`src/rtl/mux_word_serializer_pkg.sv`:
```
// Shared types and constants for the word serializer slice.
// Bit order is selected by SER_MSB_FIRST_EN (undefined: LSB first).
package mux_ser_pkg;

  localparam int unsigned SEL_W  = 3;
  localparam int unsigned WORD_W = 8;

  typedef enum logic [1:0] {
    ST_IDLE  = 2'd0,
    ST_SHIFT = 2'd1,
    ST_GAP   = 2'd2
  } state_e;

`ifdef SER_MSB_FIRST_EN
  localparam logic [SEL_W-1:0] SEL_START = 3'd7;
  localparam logic [SEL_W-1:0] SEL_END   = 3'd0;
  localparam bit               SEL_DOWN  = 1'b1;
`else
  localparam logic [SEL_W-1:0] SEL_START = 3'd0;
  localparam logic [SEL_W-1:0] SEL_END   = 3'd7;
  localparam bit               SEL_DOWN  = 1'b0;
`endif

endpackage

```
`src/rtl/mux_word_serializer_if.sv`:
```
// Load and serial-stream bundle for mux_word_serializer.
// master: upstream/downstream environment; slave: the serializer.
interface mux_word_serializer_if;
  import mux_ser_pkg::*;

  logic              load_valid;
  logic [WORD_W-1:0] load_data;
  logic              load_ready;
  logic              ser_valid;
  logic              ser_data;
  logic              ser_last;
  logic              ser_ready;
  logic [SEL_W-1:0]  sel;
  logic              busy;

  modport master (
    output load_valid, load_data, ser_ready,
    input  load_ready, ser_valid, ser_data, ser_last, sel, busy
  );

  modport slave (
    input  load_valid, load_data, ser_ready,
    output load_ready, ser_valid, ser_data, ser_last, sel, busy
  );

endinterface

```
`src/rtl/mux_word_serializer_sel_counter.sv`:
```
// Loadable 3-bit select counter; direction follows SER_MSB_FIRST_EN.
// Stops at the end index and only returns to start through load.
module mux_sel_counter
  import mux_ser_pkg::*;
(
  input  logic             clk,
  input  logic             rst,
  input  logic             load_i,
  input  logic             en_i,
  input  logic             active_i,
  output logic [SEL_W-1:0] sel_o,
  output logic             is_end_o,
  output logic             last_o
);

  logic [SEL_W-1:0] sel_q, sel_d;

  assign is_end_o = (sel_q == SEL_END);
  assign last_o   = active_i & is_end_o;
  assign sel_o    = sel_q;

  always_comb begin
    sel_d = sel_q;
    if (load_i) begin
      sel_d = SEL_START;
    end else if (en_i && !is_end_o) begin
      sel_d = SEL_DOWN ? (sel_q - 3'd1) : (sel_q + 3'd1);
    end
  end

  always_ff @(posedge clk) begin
    if (rst) begin
      sel_q <= SEL_START;
    end else begin
      sel_q <= sel_d;
    end
  end

endmodule

```
`src/rtl/mux_word_serializer.sv`:
```
// Word-to-bit serializer driving the 8:1 select stage (IDLE -> SHIFT -> GAP).
// Optional SER_MSB_FIRST_EN reverses bit order (see mux_ser_pkg).
module mux_word_serializer
  import mux_ser_pkg::*;
#(
  parameter int unsigned IDLE_GAP = 0
) (
  input  logic                  clk,
  input  logic                  rst,
  mux_word_serializer_if.slave  bus
);

  localparam logic [3:0] GAP_INIT = (IDLE_GAP == 0) ? 4'd0 : 4'(IDLE_GAP - 1);

  state_e            state_q, state_d;
  logic [WORD_W-1:0] hold_q, hold_d;
  logic [3:0]        gap_q, gap_d;

  logic             load_ready;
  logic             ser_valid;
  logic             load_fire;
  logic             bit_fire;
  logic             last_fire;
  logic             is_end;
  logic             ser_last;
  logic [SEL_W-1:0] sel;

  // Handshake outputs are gated by rst so nothing is offered during reset.
  assign load_ready = !rst && (state_q == ST_IDLE);
  assign ser_valid  = !rst && (state_q == ST_SHIFT);
  assign load_fire  = bus.load_valid && load_ready;
  assign bit_fire   = ser_valid && bus.ser_ready;
  assign last_fire  = bit_fire && is_end;

  mux_sel_counter u_sel (
    .clk      (clk),
    .rst      (rst),
    .load_i   (load_fire || last_fire),
    .en_i     (bit_fire),
    .active_i (ser_valid),
    .sel_o    (sel),
    .is_end_o (is_end),
    .last_o   (ser_last)
  );

  always_comb begin
    state_d = state_q;
    hold_d  = hold_q;
    gap_d   = gap_q;
    case (state_q)
      ST_IDLE: begin
        if (load_fire) begin
          hold_d  = bus.load_data;
          state_d = ST_SHIFT;
        end
      end
      ST_SHIFT: begin
        if (last_fire) begin
          if (IDLE_GAP == 0) begin
            state_d = ST_IDLE;
          end else begin
            state_d = ST_GAP;
            gap_d   = GAP_INIT;
          end
        end
      end
      ST_GAP: begin
        if (gap_q == '0) begin
          state_d = ST_IDLE;
        end else begin
          gap_d = gap_q - 4'd1;
        end
      end
      default: state_d = ST_IDLE;
    endcase
  end

  always_ff @(posedge clk) begin
    if (rst) begin
      state_q <= ST_IDLE;
      hold_q  <= '0;
      gap_q   <= '0;
    end else begin
      state_q <= state_d;
      hold_q  <= hold_d;
      gap_q   <= gap_d;
    end
  end

  assign bus.load_ready = load_ready;
  assign bus.ser_valid  = ser_valid;
  assign bus.ser_data   = hold_q[sel];
  assign bus.ser_last   = ser_last && !rst;
  assign bus.sel        = sel;
  assign bus.busy       = !rst && ((state_q == ST_SHIFT) || (state_q == ST_GAP));

endmodule

```
`src/flat_wrapper.sv`:
```
// flat-port wrapper written by rule: the top's interface ports become plain ports
module mux_word_serializer_flat import mux_ser_pkg::*;
#(
  parameter int unsigned IDLE_GAP = 0
)
  (clk, rst, bus_load_valid, bus_load_data, bus_ser_ready, bus_load_ready, bus_ser_valid, bus_ser_data, bus_ser_last, bus_sel, bus_busy);
  mux_word_serializer_if bus_i ();
  input  logic clk;
  input  logic rst;
  input wire logic [$bits(bus_i.load_valid)-1:0] bus_load_valid;
  input wire logic [$bits(bus_i.load_data)-1:0] bus_load_data;
  input wire logic [$bits(bus_i.ser_ready)-1:0] bus_ser_ready;
  output wire logic [$bits(bus_i.load_ready)-1:0] bus_load_ready;
  output wire logic [$bits(bus_i.ser_valid)-1:0] bus_ser_valid;
  output wire logic [$bits(bus_i.ser_data)-1:0] bus_ser_data;
  output wire logic [$bits(bus_i.ser_last)-1:0] bus_ser_last;
  output wire logic [$bits(bus_i.sel)-1:0] bus_sel;
  output wire logic [$bits(bus_i.busy)-1:0] bus_busy;
  assign bus_i.load_valid = bus_load_valid;
  assign bus_i.load_data = bus_load_data;
  assign bus_i.ser_ready = bus_ser_ready;
  assign bus_load_ready = bus_i.load_ready;
  assign bus_ser_valid = bus_i.ser_valid;
  assign bus_ser_data = bus_i.ser_data;
  assign bus_ser_last = bus_i.ser_last;
  assign bus_sel = bus_i.sel;
  assign bus_busy = bus_i.busy;
  mux_word_serializer #(.IDLE_GAP(IDLE_GAP)) u_core (.clk(clk), .rst(rst), .bus(bus_i));
endmodule
```
`config.mk`:
```
export PLATFORM = sky130hd
export DESIGN_NAME = mux_word_serializer_flat
export DESIGN_NICKNAME = d
export VERILOG_FILES = /design/src/rtl/mux_word_serializer_pkg.sv /design/src/rtl/mux_word_serializer_if.sv /design/src/rtl/mux_word_serializer_sel_counter.sv /design/src/rtl/mux_word_serializer.sv /design/src/flat_wrapper.sv
export SDC_FILE = /design/constraint.sdc
export NUM_CORES = 1
export LEC_CHECK = 0
export ABC_AREA = 1
export CELL_PAD_IN_SITES_DETAIL_PLACEMENT = 0
export CELL_PAD_IN_SITES_GLOBAL_PLACEMENT = 1
export CORE_MARGIN = 1.5
export CORE_UTILIZATION = 32
export DETAILED_ROUTE_END_ITERATION = 16
export PLACE_DENSITY = 0.76
export SLEW_MARGIN = 5
export SYNTH_ARGS = -nofsm -noshare
export SYNTH_HDL_FRONTEND = slang
export SYNTH_HIERARCHICAL = 1
export SYNTH_SLANG_ARGS = --single-unit
```
`constraint.sdc`:
```
create_clock -name clk -period 2.34 [get_ports clk]
set_clock_uncertainty 0.15 [all_clocks]
set_input_delay 0.468 -clock clk [delete_from_list [all_inputs] [get_ports clk]]
set_output_delay 0.468 -clock clk [all_outputs]
set_load 0.02 [all_outputs]
```
* Word-level counts from Yosys, hierarchy flattened *
Index checks and enable logic that the tools add are counted.

storage, ports and cells
  word-level logic and storage cells = 39
  bits in registers = 17
  output and inout port bits = 8
  bits of input ports = 12

operators by class
  eq/ne operators = 6
  order comparisons = 1
  muxes and demuxes = 6
  reductions and logical operators = 18
  $add $sub $neg = 2
  bitwise operators = 2

operators with widths
  operator             count
  $logic_and 1x1->1    8
  $mux 2               3
  $ne 2x1->1 const B   3
  $pmux 2 s3           1
  $logic_not 4->1      1
  $lt 3x4->1 const B   1
  $reduce_and 2->1     2
  $sub 4x1->4 const B  1
  $add 3x1->3 const B  1
  $bmux 1 s3           1
  $eq 3x3->1 const B   1
  $reduce_and 3->1     1
  $eq 2x1->1 const B   1
  $eq 2x2->1 const B   1
  $logic_not 1->1      2
  $logic_not 2->1      1
  $logic_or 1x1->1     2
  $reduce_or 2->1      1
  $and 1x1->1          1
  $mux 1               1
  $not 1->1            1

* Longest topological paths before layout *
  depth after elaboration = 6
  mapped depth = 7

* Cells and area by module *
The synthesis kept the hierarchy.

modules (own cells, without submodules)
  module               area an instance (um^2)  cells an instance  times used  seq. area each (um^2)
  mux_word_serializer  489.2                    75                 1           180.2
  mux_sel_counter      166.4                    25                 1           60.1

* Worst setup path before layout *
No wires, ideal clock.

  path type = flip-flop to output port
  start = register u_core.u_sel.sel_q[0] (netlist: u_core/u_sel/sel_o[0])
  end = output port bus_ser_last
  data arrival time = 1.375 ns
  setup slack = 0.347 ns
  stages on the path, launching flop included = 7
  buffers on the path = 0
  data required time = 1.722 ns
  cell sequence = dfxtp_1 -> ha_1 -> ha_1 -> nand2_1 -> inv_1 -> inv_1 -> nor2_1

on the way
  cells in the longest elaborated chain, start to end = 3

ends and longest elaborated chain
  what                    line                                   source
  start, declared         mux_word_serializer_sel_counter.sv:16  logic [SEL_W-1:0] sel_q, sel_d;
  start signal, assigned  mux_word_serializer_sel_counter.sv:35  sel_q <= sel_d;
  $eq 3x3->1              mux_word_serializer_sel_counter.sv:18  assign is_end_o = (sel_q == SEL_END);
  via u_core.is_end       mux_word_serializer.sv:24              logic is_end;
  $and 1x1->1             mux_word_serializer_sel_counter.sv:19  assign last_o = active_i & is_end_o;
  via u_core.ser_last     mux_word_serializer.sv:25              logic ser_last;
  $logic_and 1x1->1       mux_word_serializer.sv:93              assign bus.ser_last = ser_last && !rst;
  end, declared           flat_wrapper.sv:16                     output wire logic [$bits(bus_i.ser_last)-1:0] bus_ser_last;

The timed path passes the listed nets, and every way through them passes these cells.

* Final worst setup path *
  start = input port rst
  end = output port bus_ser_last

on the way
  cells in the longest elaborated chain, start to end = 4

ends and longest elaborated chain
  what                 line                                   source
  start, declared      flat_wrapper.sv:9                      input logic rst;
  $logic_not 1->1      mux_word_serializer.sv:30              assign ser_valid = !rst && (state_q == ST_SHIFT);
  $logic_and 1x1->1    mux_word_serializer.sv:30
  $and 1x1->1          mux_word_serializer_sel_counter.sv:19
  via u_core.ser_last  mux_word_serializer.sv:25
  $logic_and 1x1->1    mux_word_serializer.sv:93

The timed path passes the listed nets, and every way through them passes these cells.

==> results.toml <==
[timing]
timing.fmax_ghz = 0.456
hold_slack_ns = 0.314
fin_crit_sh_pct = 93.7
final.min_clock_period_ns = 2.19
slew_headroom_pct = 85.1
slew_violations = 0
finalSetupViolCount = 0
tightest_slew_ns = 0.223
worst_slack_ns = 0.148
rsz0062_at_grt = "false"
finalHoldViolCount = 0

[min_path]
hold_path_end = "u_core/hold_q[3]$_SDFFE_PP0P_"
hold_start = "u_core/hold_q[3]$_SDFFE_PP0P_"
hold_path_depth = 2
min_path_type = "reg -> reg"

[pwr]
p_per_area_nw_per_um2 = 510
ir_drop_v = 0.000280
p_leak_nw = 0.495

[worst_setup_path]
cp_slowest_cell = "clkdlybuf4s50_1"
regToRegEndpoint = "u_core/u_sel/sel_o[2]$_SDFFE_PP0P_"
crit_chain = "clkdlybuf4s50_1, nor2_2, nand2_1, inv_1, inv_1, nor2_1, dlygate4sd2_1"
crit_type = "in -> out"
cp_top_family = "buffers and inverters"
reg2reg_depth = 8
worst-path-buf-inv = 4
critPathArrivalTime_ns = 1.57
cp.required_ns = 1.72
r2r-start = "u_core/u_sel/sel_o[0]$_SDFFE_PP0P_"
ff2ff_setup_slack_ns = 0.77
worstPathMaxFanout = 2
cp_common_cell = "inv_1"
start_kind = "input port"
crit_path_max_incr_delay_ns = 0.43
cp-end-kind = "primary output"

[global_route]
grt_pass1_vias = 550
gr-usage-met1_pct = 21.5
grt_max_degree = 11
use_met2_pct = 20.5
grtUsageTotal_pct = 15.3
antenna_found_initial = 0
gr-total-overflow = 0
grt_util_met3_pct = 4.81
grt_busiest_layer = "met1"
grt_pass1_wl_mm = 2.44

[finish]
fin_util_pct = 49.2
fillCellCount = 221
final_common_cell = "nand2_1"
n_antenna_cell = 0
layout.nets = 143
drive_gt1_share_pct = 15.6
area_delta_synth_final_pct = 45.6
final_cell_mix = "nand2_1, nand3_1, inv_1"
fin_area_um2 = 955

[detailed_routing]
via_per_inst = 4.30
ant_nets = 0
drt_iter0_markers = 10
firstDrtPassIters = 4
wl_per_cell_um = 8.86
drc = 0
drt-total-wl_mm = 1.37
vias = 667

[die]
dieArea_um2 = 2330
core-area_um2 = 1940
row_count = 16
die_h_um = 48.3
start_util_pct = 33.8
fp.dieW_um = 48.3
io_pins = 20

[synthesis]
ys_seq_elements = 12
yosysWarnings = 6
synth_top_area_cell = "dfxtp_1"
synth.area.top_cells = "dfxtp_1, nand3_1, nand2_1"
synth_top_area_share_pct = 36.6
synth_cell_types = 15
syn_inst = 100
ys_seq_area_share_pct = 36.6
synth_nets = 114
synth.avg_cell_area_um2 = 6.56
synth_area_um2 = 656

[run]
drv_cap = 0

[placement]
io_buffer_count = 19
gp_congestion = 0.697
place_ws_ns = -0.139
dp_hpwl_mm = 1.14
placed_cell_area_um2 = 920

[cts]
cts_hold_buf = 0
cts.sinks = 12
cts_tree = "done"
cts_setup_buffers = 0
clkLatencyLatePin_ns = 0.27
cts_root_buf = "clkbuf_4"
clockBufferDepth = 2
path_clk_slew_ns = 0.08
cts-buffers-inserted = 3
cts_resized = 5
cts_max_level = 1

[run_status]
status = "finished, final reports clean"
## cells by family after synthesis
logic type | after synthesis | share of synthesized area (%)
AOI/OAI and AO/OA | 1 | 1.15
adders and majority gates | 2 | 3.82
buffers and inverters | 22 | 13.4
DFF | 12 | 36.6
and+or+nand+nor | 63 | 45.0
## cell type report
cell class	count	area, µm²	area share (%)
multi-input combinational	66	328	34.3
sequential	12	241	25.3
timing repair buffer	26	240	25.2
inverter	20	75.1	7.86
clock buffer	4	36.3	3.80
tap	27	33.8	3.54
## synth_stat cells
cell type,instances
nor2_1,8
nor2_2,2
nand3_1,23
buf_4,1
buf_2,1
ha_1,2
and3_2,1
nor2_4,1
nand2_1,26
nand2_4,1
dfxtp_1,12
inv_1,18
inv_2,2
nand3_2,1
o211ai_1,1
## power breakdown
| group | internal (mW) | total [mW] | leakage [nW] | switching [mW] |
|---|---|---|---|---|
| clock network | 0.0945 | 0.165 | 0.0210 | 0.0705 |
| registers | 0.217 | 0.226 | 0.0991 | 0.00889 |
| logic | 0.0482 | 0.0961 | 0.375 | 0.0479 |
## worst max-delay path by stage
stage | start | to | cells past startpoint
floorplan | u_core/u_sel/sel_o[0]$_SDFFE_PP0P_ | bus_ser_last | 6
global placement | rst | bus_ser_last | 7
detailed placement | rst | bus_ser_last | 7
CTS | u_core/u_sel/sel_o[0]$_SDFFE_PP0P_ | bus_ser_data | 7
global route | rst | bus_ser_last | 7
finish | rst | bus_ser_last | 7
## flip-flops by register name, indices dropped and copies added (netlist names)
| register | cells |
|---|---|
| u_core/state_q | 1 |
| u_core/u_sel/sel_o | 3 |
| u_core/hold_q | 8 |
## metal layers
layer | vias up | wire, µm | part of all wire, %
met1 | 287 | 682 | 50
met2 | 13 | 610 | 44
li1 | 365 | - | -
met5 | - | 0 | 0
met3 | 2 | 68 | 4.9
met4 | 0 | 12 | 0.87
## metrics by stage
step	total power, mW	std cells	setup TNS (ns)
detailed placement	0.331	151	-0.252
global placement	0.329	151	-0.194
global route	0.521	155	0
finish	0.487	155	0
CTS	0.495	155	0
floorplan	0.281	100	0
## worst register-to-register path, stage by stage, from the launching register on
cell and delay [ns]:
dfxtp_2 0.36, ha_1 0.20, ha_1 0.20, buf_4 0.15
nand3_2 0.07, nand2_1 0.05, nor2_1 0.18, nand2_1 0.08
nor2_1 0.08
(Power assumes the default switching activity.)
